[src/rtl/time_counter.sv]
// time_counter: 24-hour BCD time-of-day keeper (hh:mm:ss).
// The 1 Hz divider output is handled as data on clk_in: it is synchronised,
// rising-edge detected, and each rise (with run=1) advances the time by one second.
//
// Ports:
//   clk_in      system clock
//   rst_        asynchronous active-low reset (loads init_h/init_m/init_s)
//   tick_in     1 Hz divided clock, asynchronous phase
//   run         1 = count on ticks, 0 = hold
//   load        1-cycle pulse, load set_h/set_m/set_s if legal BCD time
//   set_h/m/s   BCD time for load
//   inc_min     1-cycle pulse, minute +1 (no carry into hour)
//   inc_hour    1-cycle pulse, hour +1
//   hour_bcd/min_bcd/sec_bcd  current time, BCD
//   sec_pulse   1-cycle pulse per counted second
//   hour_chime  1-cycle pulse when a counted second rolls mm:ss to 00:00
//   load_err    1-cycle pulse when a load is rejected
module time_counter #(
  parameter logic [7:0] init_h = 8'h00,
  parameter logic [7:0] init_m = 8'h00,
  parameter logic [7:0] init_s = 8'h00
) (
  input  logic       clk_in,
  input  logic       rst_,
  input  logic       tick_in,
  input  logic       run,
  input  logic       load,
  input  logic [7:0] set_h,
  input  logic [7:0] set_m,
  input  logic [7:0] set_s,
  input  logic       inc_min,
  input  logic       inc_hour,
  output logic [7:0] hour_bcd,
  output logic [7:0] min_bcd,
  output logic [7:0] sec_bcd,
  output logic       sec_pulse,
  output logic       hour_chime,
  output logic       load_err
);

  localparam logic [7:0] MAX_H  = 8'h23;
  localparam logic [7:0] MAX_MS = 8'h59;

  // BCD increment with wrap at maxv; bit 8 of the result flags the wrap.
  function automatic logic [8:0] bcd_inc(input logic [7:0] v, input logic [7:0] maxv);
    logic [8:0] r;
    if (v == maxv)
      r = {1'b1, 8'h00};
    else if (v[3:0] == 4'h9)
      r = {1'b0, v[7:4] + 4'd1, 4'h0};
    else
      r = {1'b0, v[7:4], v[3:0] + 4'd1};
    return r;
  endfunction

  // Legal BCD value: both nibbles decimal and not above maxv.
  function automatic logic bcd_ok(input logic [7:0] v, input logic [7:0] maxv);
    return (v[7:4] <= 4'h9) && (v[3:0] <= 4'h9) && (v <= maxv);
  endfunction

  logic       s1, s2, s3;
  logic       rise;
  logic       load_ok;
  logic [8:0] s_inc, m_inc, h_inc;
  logic [7:0] h_nxt, m_nxt, s_nxt;
  logic       sp_nxt, ch_nxt, err_nxt;

  assign rise    = s2 & ~s3;
  assign load_ok = bcd_ok(set_h, MAX_H) && bcd_ok(set_m, MAX_MS) && bcd_ok(set_s, MAX_MS);
  assign s_inc   = bcd_inc(sec_bcd, MAX_MS);
  assign m_inc   = bcd_inc(min_bcd, MAX_MS);
  assign h_inc   = bcd_inc(hour_bcd, MAX_H);

  // Tick synchroniser; preset high so a tick already high at reset release is ignored.
  always_ff @(posedge clk_in or negedge rst_) begin
    if (!rst_) begin
      s1 <= 1'b1;
      s2 <= 1'b1;
      s3 <= 1'b1;
    end else begin
      s1 <= tick_in;
      s2 <= s1;
      s3 <= s2;
    end
  end

  // Next-state: one event per cycle, load > inc_hour > inc_min > tick.
  always_comb begin
    h_nxt   = hour_bcd;
    m_nxt   = min_bcd;
    s_nxt   = sec_bcd;
    sp_nxt  = 1'b0;
    ch_nxt  = 1'b0;
    err_nxt = 1'b0;
    if (load) begin
      if (load_ok) begin
        h_nxt = set_h;
        m_nxt = set_m;
        s_nxt = set_s;
      end else begin
        err_nxt = 1'b1;
      end
    end else if (inc_hour) begin
      h_nxt = h_inc[7:0];
    end else if (inc_min) begin
      m_nxt = m_inc[7:0];
    end else if (rise && run) begin
      s_nxt  = s_inc[7:0];
      sp_nxt = 1'b1;
      if (s_inc[8]) begin
        m_nxt = m_inc[7:0];
        if (m_inc[8]) begin
          h_nxt  = h_inc[7:0];
          ch_nxt = 1'b1;
        end
      end
    end
  end

  // Time and pulse registers.
  always_ff @(posedge clk_in or negedge rst_) begin
    if (!rst_) begin
      hour_bcd   <= init_h;
      min_bcd    <= init_m;
      sec_bcd    <= init_s;
      sec_pulse  <= 1'b0;
      hour_chime <= 1'b0;
      load_err   <= 1'b0;
    end else begin
      hour_bcd   <= h_nxt;
      min_bcd    <= m_nxt;
      sec_bcd    <= s_nxt;
      sec_pulse  <= sp_nxt;
      hour_chime <= ch_nxt;
      load_err   <= err_nxt;
    end
  end

endmodule

[config.mk]
export PLATFORM = sky130hd
export DESIGN_NAME = time_counter
export DESIGN_NICKNAME = d
export VERILOG_FILES = /design/src/rtl/time_counter.sv
export SDC_FILE = /design/constraint.sdc
export NUM_CORES = 1
export LEC_CHECK = 0
export BUFFER_PORTS_ARGS = -buffer_cell sky130_fd_sc_hd__buf_2
export CAP_MARGIN = 20
export CORE_AREA = 5 5 67 69
export CTS_BUF_LIST = sky130_fd_sc_hd__clkbuf_4 sky130_fd_sc_hd__clkbuf_8 sky130_fd_sc_hd__clkbuf_16
export DETAILED_ROUTE_END_ITERATION = 12
export DIE_AREA = 0 0 72 74
export GPL_TIMING_DRIVEN = 0
export PLACE_DENSITY = 0.82
export RECOVER_POWER = 100
export SLEW_MARGIN = 20
export SYNTH_ARGS = -nofsm -noshare
export SYNTH_HDL_FRONTEND = slang
export SYNTH_SLANG_ARGS = --single-unit
[constraint.sdc]
create_clock -name clk_in -period 5.1 [get_ports clk_in]
set_input_delay 0.51 -clock clk_in [delete_from_list [all_inputs] [get_ports clk_in]]
set_output_delay 0.51 -clock clk_in [all_outputs]
set_load 0.1 [all_outputs]
==> reports/metrics.csv <==
metric,value,unit
drv_cap,1,
syn_area_per_cell,10.07,µm²
ys_seq_elements,30,
grt_max_degree,31,
die_y,74,µm
final.setup.tns,0,ns
violations,"max-capacitance violations, max-slew violations",
die_area,5328,µm²
clk_pin_slew,0.06,ns
path_cells,"clkbuf_1, nor4_1, nand4_2, o31ai_1, nand2_2, a221o_1",
min_path_type,primary input to flop,
firstDrtPassIters,4,
track_usage,0.2114,
slew_headroom,-0.08239,
cts_resized,0,
routed-via-count,1795,
r2r_start,sec_bcd[0],
cts_buffers,5,
syn2layout_area_growth,16.01,%
syn-num-nets,244,
path_class,primary input to flop,
drt_wl_total,5205,µm
fin_crit_sh,0.4821,
end_kind,flop,
clock_tree.root_cell,clkbuf_8,
gp_congestion,0.8421,
antenna_found_initial,0,
tightest_slew,1.624,ns
grt_pass1_vias,1837,
core_region_area,3856,µm²
synthesis.area,2024,µm²
power.density,498.6,nW/µm²
period_needed,2.459,ns
setup_viol,0,
cts_tree,yes,
antenna_left,0,
outcome,finished with violations,
slew_viol_final,31,
syn_inst,201,
async_flop_share,1.000,
start_kind,primary input,
seq_area_frac_synth,0.3727,
cp_num_cells,6,
dp_hpwl,3977,µm
reg2reg_slack,2.77,ns
skew,0.003410,ns
first_iter_violations,106,
overflow,0,
post-cts-setup-buffers,0,
crit_family,compound AO/OA/AOI/OAI gates,
slowest_stage,o31ai_1,
clock_path_buffers,2,
clk_latency,0.28,ns
fmaxAchievable,406.7,MHz
n_antenna_cell,0,
io_buffers,57,
worst_slack,2.641,ns
htree_levels,2,
grt_pass1_wl,8583,µm
dpl_worst_slack,2.822,ns
synth-edff-count,0,
viasPerCell,5.680,
cp.buffers_inverters,1,
drive_above_1_share,0.1955,
hold_buffers,0,
critPathMaxFanout,8,
r2r_cells,6,
crit_path_max_incr_delay,0.81,ns
grt_setup_unrepaired,no,
r2r-end,hour_bcd[7],
critical_path.startpoint,set_h[6],
die_w,72,µm
nets,308,
start_util,0.5250,
irDropWorstVdd,0.4106,mV
cp.required,5.27,ns
wl_per_cell,16.47,µm
drc_errors,0,
critical_path_arrival,2.63,ns
leakagePower,1.068,nW
cts.sinks,30,
hold_viol,0,
critPathCapture,sec_bcd[4],
io_pins,58,
fp-row-count,23,
synthFlopType,dfrtp_1,
synthDistinctLibCells,55,
yosys_warnings,0,
[layout by cell type (no fill, tap or decap), types with 2 or more instances in the layout]
cell type,n
o21ai_0,12
a221o_1,2
and3b_1,2
nand3b_2,2
dfrtp_1,27
nor3b_1,3
xnor2_1,2
nor3_1,5
o2bb2ai_1,4
o31ai_1,6
nor4_1,3
nand3_1,5
clkbuf_1,37
nor2_1,16
mux2i_1,5
clkbuf_8,6
o211ai_1,2
mux2_2,5
mux2_1,4
ha_1,12
buf_2,26
inv_1,13
nand3b_1,2
dfstp_2,2
nand2_1,18
a21oi_1,11
xor2_1,3
a32oi_1,4
mux2_4,2
[synth_stat cells (all sizes together) (4+ instances only)]
cell      n  area (µm²)
inv      13       48.80
nor2     16       60.06
nor3      6       41.29
mux2     11       142.6
o31ai     6       58.81
a32oi     4       35.03
dfrtp    27       675.7
nand2    19       76.32
o2bb2ai   4       35.03
clkbuf    5       18.77
mux2i     5       50.05
ha       12       150.1
nand3b    4       46.29
o21ai    14       96.34
nand3     5       25.02
a21oi    11       55.05
[cells by family (layout without fill, tap and decap cells)]
kind of cell    after synthesis  count (layout)  share of synthesized area
simple gates                 66              66                     0.1928
xor+xnor                      5               5                    0.02164
buf+inv                      19              84                    0.03585
compound gates               53              53                     0.2077
flops                        30              30                     0.3727
fa+ha+maj                    12              12                    0.07416
mux                          16              16                    0.09518
[cell type report]
type,instances,area (µm²)
flip-flops and latches,30,754.5
fillers,390,1508
inverters,13,48.80
clock buffers,7,90.09
clock inverters,1,5.005
plain buffers,6,22.52
well taps,50,62.56
repair buffers,57,246.5
multi-input cells,152,1119
[worst reg2reg max path: cells and delay by family, from the launching register on]
kind | cells | cell delay [ns]
multiplexers | 1 | 0.39
flip-flops | 1 | 0.46
adder cells (fa/ha/maj) | 1 | 0.22
AO/OA/AOI/OAI | 2 | 0.45
AND/OR/NAND/NOR | 2 | 0.71
[per-stage QoR]
stage	instance area [µm²]	hold WS, ns	cells	power, mW	utilization
global placement	2372	0.3454	308	0.9865	0.6152
CTS	2467	0.2807	316	1.206	0.6398
finish	2349	0.3187	316	1.171	0.6090
floorplan	2024	0.2144	201	0.8785	-
global route	2349	0.3131	316	1.231	0.6090
detailed placement	2372	0.3511	308	0.9998	0.6152
[routing by layer]
layer / vias up / global-route usage / part of all wire
met5: - / 0 / 0
met4: 0 / 0.08559 / 0.020
met3: 10 / 0.06081 / 0.080
met2: 63 / 0.3449 / 0.48
met1: 848 / 0.2655 / 0.42
li1: 874 / - / -
[worst min path at each step]
stage / slack (ns) / endpoint / startpoint / depth (start not counted)
after detailed placement: 0.35 / s2 / s1 / 0
after CTS: 0.28 / hour_bcd[5] / rst_ / 1
after global placement: 0.35 / s2 / s1 / 0
after global routing: 0.31 / s1 / tick_in / 1
after floorplan: 0.21 / hour_bcd[0] / rst_ / 0
final: 0.32 / s1 / tick_in / 1
[state kept, by name, indices dropped and copies added, names as in the netlist]
register / cells
hour_bcd: 8
min_bcd: 8
sec_bcd: 8
hour_chime: 1
load_err: 1
s1: 1
s2: 1
s3: 1
sec_pulse: 1
[report_power, final]
part | switching, mW | total [mW] | internal, mW | leakage, nW
clock network | 0.0901 | 0.204 | 0.114 | 0.0517
logic | 0.488 | 0.607 | 0.119 | 0.648
registers | 0.0715 | 0.360 | 0.289 | 0.368
total | 0.650 | 1.17 | 0.521 | 1.07
No activity file was read; power rests on OpenSTA's default activity.
